===== src/rtl/stage_wb_pkg.sv =====
// Writeback-stage shared types and constants.
// Holds default widths, the zero-register index and the writeback bundle.
package stage_wb_pkg;

  localparam int DW_DEF   = 32;
  localparam int AW_DEF   = 5;
  localparam int REG_ZERO = 0;

  typedef struct packed {
    logic              we;
    logic [AW_DEF-1:0] waddr;
    logic [DW_DEF-1:0] wdata;
  } wb_t;

endpackage


===== src/rtl/stage_wb_regfile.sv =====
// Register array with one write port and two bypassed read ports.
// Ports: clk/rst, write port (we/waddr/wdata), reads (re/raddr -> rdata).
module stage_wb_regfile
  import stage_wb_pkg::*;
#(
  parameter int DW = DW_DEF,
  parameter int AW = AW_DEF
) (
  input  logic          clk,
  input  logic          rst,
  input  logic          we,
  input  logic [AW-1:0] waddr,
  input  logic [DW-1:0] wdata,
  input  logic          re1,
  input  logic [AW-1:0] raddr1,
  input  logic          re2,
  input  logic [AW-1:0] raddr2,
  output logic [DW-1:0] rdata1,
  output logic [DW-1:0] rdata2
);

  localparam logic [AW-1:0] ZERO = AW'(REG_ZERO);

  logic [DW-1:0] mem [2**AW];

  always_ff @(posedge clk) begin
    if (rst) begin
      for (int i = 0; i < 2**AW; i++)
        mem[i] <= '0;
    end else if (we && waddr != ZERO) begin
      mem[waddr] <= wdata;
    end
  end

  // Pending writeback value wins over the array.
  function automatic logic [DW-1:0] rd(
    input logic          re,
    input logic [AW-1:0] ra
  );
    if (!re || ra == ZERO)
      return '0;
    else if (we && waddr == ra)
      return wdata;
    else
      return mem[ra];
  endfunction

  always_comb begin
    rdata1 = rd(re1, raddr1);
    rdata2 = rd(re2, raddr2);
  end

endmodule


===== src/rtl/stage_wb.sv =====
// Writeback stage: result latch with stall/flush plus execute bypass.
// Ports: ex_* in, wb_* latched out, two combinational read ports.
module stage_wb
  import stage_wb_pkg::*;
#(
  parameter int DW = DW_DEF,
  parameter int AW = AW_DEF
) (
  input  logic          clk,
  input  logic          rst,
  input  logic          stall,
  input  logic          flush,
  input  logic          ex_we,
  input  logic [AW-1:0] ex_waddr,
  input  logic [DW-1:0] ex_wdata,
  output logic          wb_we,
  output logic [AW-1:0] wb_waddr,
  output logic [DW-1:0] wb_wdata,
  input  logic          re1,
  input  logic [AW-1:0] raddr1,
  input  logic          re2,
  input  logic [AW-1:0] raddr2,
  output logic [DW-1:0] rdata1,
  output logic [DW-1:0] rdata2
);

  localparam logic [AW-1:0] ZERO = AW'(REG_ZERO);

  logic [DW-1:0] rf_rdata1;
  logic [DW-1:0] rf_rdata2;

  // Flush beats stall; rst beats both and clears the same way.
  always_ff @(posedge clk) begin
    if (rst || flush) begin
      wb_we    <= 1'b0;
      wb_waddr <= '0;
      wb_wdata <= '0;
    end else if (!stall) begin
      wb_we    <= ex_we;
      wb_waddr <= ex_waddr;
      wb_wdata <= ex_wdata;
    end
  end

  stage_wb_regfile #(
    .DW(DW),
    .AW(AW)
  ) u_rf (
    .clk   (clk),
    .rst   (rst),
    .we    (wb_we),
    .waddr (wb_waddr),
    .wdata (wb_wdata),
    .re1   (re1),
    .raddr1(raddr1),
    .re2   (re2),
    .raddr2(raddr2),
    .rdata1(rf_rdata1),
    .rdata2(rf_rdata2)
  );

  // Execute result is newest, so it overrides the latch-level bypass.
  always_comb begin
    rdata1 = rf_rdata1;
    rdata2 = rf_rdata2;
    if (re1 && raddr1 != ZERO && ex_we && ex_waddr == raddr1)
      rdata1 = ex_wdata;
    if (re2 && raddr2 != ZERO && ex_we && ex_waddr == raddr2)
      rdata2 = ex_wdata;
  end

endmodule


===== config.mk =====
export PLATFORM = sky130hd
export DESIGN_NAME = stage_wb
export DESIGN_NICKNAME = d
export VERILOG_FILES = /design/src/rtl/stage_wb_pkg.sv /design/src/rtl/stage_wb_regfile.sv /design/src/rtl/stage_wb.sv
export SDC_FILE = /design/constraint.sdc
export NUM_CORES = 2
export LEC_CHECK = 0
export CORE_MARGIN = 3
export CORE_UTILIZATION = 55
export CTS_CLUSTER_SIZE = 28
export DETAILED_ROUTE_END_ITERATION = 7
export PLACE_DENSITY_LB_ADDON = 0.15
export SYNTH_ARGS = -nofsm -noshare
export SYNTH_HDL_FRONTEND = slang
export SYNTH_HIERARCHICAL = 1
export SYNTH_SLANG_ARGS = --single-unit

===== constraint.sdc =====
create_clock -name clk -period 6.3 [get_ports clk]
set_input_delay 0.63 -clock clk [delete_from_list [all_inputs] [get_ports clk]]
set_output_delay 0.63 -clock clk [all_outputs]
set_load 0.02 [all_outputs]

==> impl_metrics.py <==
metrics = {
    "run_status": {
        "outcome": "finished clean",
    },
    "synth": {
        "synth_warnings": 6,
        "synth.most_common_cell": "edfxtp_1",
        "synth-seq-area-share": 0.547,
        "synth_cell_types": 62,
        "yosysTopAreaCell": "edfxtp_1",
        "syn_area_mm2": 0.0576,
        "async_reset_ff_frac": 0,
        "synth_edf_count": 1024,
        "ys_ff_latch": 1062,
        "synth_top_area_frac": 0.534,
        "ys.flop_type": "edfxtp_1",
        "syn_inst": 4027,
        "synth_common_cells": "1,024 x edfxtp_1, 995 x and2_1, 380 x mux4_2",
        "netlist_top_cells_area": "edfxtp_1 53%, mux4_2 15%, and2_1 11%, mux2i_1 5.9%, clkbuf_1 1.9%",
        "avgSynthCellArea_um2": 14.3,
    },
    "sta": {
        "worstMarginPinSlew_ns": 1.42,
        "finalSetupTns_ns": 0,
        "finalHoldViolCount": 0,
        "maxSlewViolCount": 0,
        "rsz0062_at_grt": "false",
        "relSlewSlack": 0.0521,
        "fmax_mhz": 185,
        "timing.final.crit_period_ns": 5.40,
        "postLayoutSetupSlackWorst_ns": 0.895,
        "setup_viol": 0,
        "finalCritPeriodShare": 0.858,
        "timing.clock.skew_ns": 0.0227,
    },
    "setup_path": {
        "critPathLaunchType": "flip-flop",
        "arrival_ns": 4.77,
        "rr_worst_depth": 5,
        "critical_path_class": "reg2out",
        "worstPathMaxFanout": 27,
        "endpoint_kind": "output pin",
        "critPathRequiredTime_ns": 5.67,
    },
    "global_routing": {
        "track_usage": 0.398,
        "grt_pass1_wl_um": 300000,
        "overflow": 0,
        "antenna_found_initial": 20,
        "grt_pass1_vias": 38865,
        "grt_max_degree": 66,
    },
    "power": {
        "ir_drop_uv": 248,
        "power_density_mw_per_mm2": 260,
        "leakage_uw": 0.0237,
        "finalPower_uw": 16700,
    },
    "routing": {
        "routedWlPerCell_um": 39.0,
        "drc": 0,
        "vias_per_cell": 7.24,
        "drt_pre_antenna_iters": 7,
        "dr_total_vias": 40216,
        "ant_nets": 0,
        "drt_iter0_markers": 7144,
        "wirelength_um": 216000,
    },
    "layout": {
        "fill_cells": 7770,
        "seq_area_mm2": 0.0315,
        "drive_above_1_share": 0.211,
        "multi_input_area_mm2": 0.0246,
        "fin_area_mm2": 0.0645,
        "nets": 4119,
        "area.growth.synth_to_final_pct": 11.9,
    },
    "clocking": {
        "cts-resized-gates": 0,
        "path_clk_slew_ns": 0.06,
        "cts_buffers": 114,
        "clockRootBuffer": "clkbuf_16",
        "clock_path_buffers": 3,
        "hold_buffers": 0,
        "clk_latency_ns": 0.71,
        "cts_tree": "built",
        "cts-htree-levels": 3,
        "post_cts_buffers": 0,
        "numClockSinks": 1062,
    },
    "place": {
        "place_area_mm2": 0.0608,
        "pre_cts_slack_ns": 1.32,
        "place_hpwl_um": 126000,
        "io_buffer_count": 155,
        "gp_congestion": 0.910,
    },
    "flow_run": {
        "max_cap_viol_count": 0,
    },
    "die": {
        "rows": 118,
        "core_area_mm2": 0.104,
        "chipWidth_um": 330,
        "dieArea_mm2": 0.109,
        "initial_utilization": 0.555,
        "pin_count": 156,
        "die_h_um": 330,
    },
    "hold_path": {
        "hold_class": "reg2reg",
        "hold_depth": 2,
    },
}
stage by stage:
stage	std cells	util	hold slack, ns
after global routing	5544	0.621	0.572
after global placement	5329	0.586	0.517
final	5551	0.621	0.534
after CTS	5544	0.621	0.538
after floorplan	4058	-	0.599
after detailed placement	5329	0.586	0.522
sequential cells by signal (all words and copies together) (netlist names):
signal	flops
wb_we	1
wb_wdata	32
wb_waddr	5
u_rf/mem	1024
critical path: stages, from the launching register on:
cell             delay [ns]
dfxtp_1                0.72
xor2_1                 0.24
nor4_1                 0.12
a31oi_4                0.16
buf_4                  0.51
inv_1                  0.44
o31ai_1                0.95
mux2_4                 0.30
clkdlybuf4s50_1        0.60
cell families after synthesis:
kind of cell,share of synthesized area
buf+inv,0.0340
other cells,0.0000651
flops,0.547
simple gates,0.129
xor+xnor,0.00274
mux,0.225
compound gates,0.0630
power by group:
part | internal, uW | switching, uW | total, uW | leakage (uW)
combinational | 750 | 1210 | 1960 | 0.0109
sequential | 7960 | 138 | 8100 | 0.0110
clock | 3850 | 2850 | 6690 | 0.00181
total | 12600 | 4200 | 16700 | 0.0237
path summary, 6_finish.rpt:
check | endpoint | slack [ns] | startpoint
worst max-delay path | rdata2[13] | 0.90 | wb_waddr[4]$_SDFFE_PP0N_
worst min-delay path | wb_wdata[0]$_SDFFE_PP0N_ | 0.53 | wb_wdata[0]$_SDFFE_PP0N_
worst min register to register | wb_wdata[0]$_SDFFE_PP0N_ | 0.53 | wb_wdata[0]$_SDFFE_PP0N_
worst max register to register | u_rf/mem[29][30]$_SDFFCE_PN0P_ | 1.82 | wb_we$_SDFFE_PP0N_
metal layers:
metal,routed length [um],vias up,global-route usage
met3,34400,723,0.133
met4,12500,2,0.199
met1,76400,20221,0.540
li1,-,15551,-
met2,93200,3719,0.577
met5,14,-,0
layout by cell type, fill, tap and decap left out, types with 8 or more instances in the layout:
cell type and n:
buf_12 10, a21boi_0 17, nor2_4 33, clkbuf_1 35, nand2_1 51, o22a_1 16, a32o_1 26, clkdlybuf4s50_1 144
xor2_1 10, mux4_2 380, or2_2 33, o31ai_1 8, o221ai_1 25, clkinv_1 17, nor2b_1 9, xnor2_1 8
dfxtp_1 38, mux2_4 60, o21bai_1 9, and2_1 992, o22ai_1 18, a21oi_1 81, conb_1 32, nand3_1 25
o21ai_0 43, nor2_1 51, a22oi_1 73, a211oi_1 23, a221o_1 41, edfxtp_1 1024, a221oi_1 74, clkbuf_8 15
clkbuf_16 119, mux2i_1 340, clkinv_2 23, buf_4 161
area by class of cell:
class | count | share of cell area
Multi-Input combinational cell | 2558 | 0.381
Sequential cell | 1062 | 0.489
Inverter | 7 | 0.000446
Timing Repair Buffer | 322 | 0.0454
Clock buffer | 168 | 0.0512
Clock inverter | 47 | 0.00571
Antenna cell | 7 | 0.000272
Tap cell | 1380 | 0.0268
No activity file was read; power rests on OpenSTA's default activity.
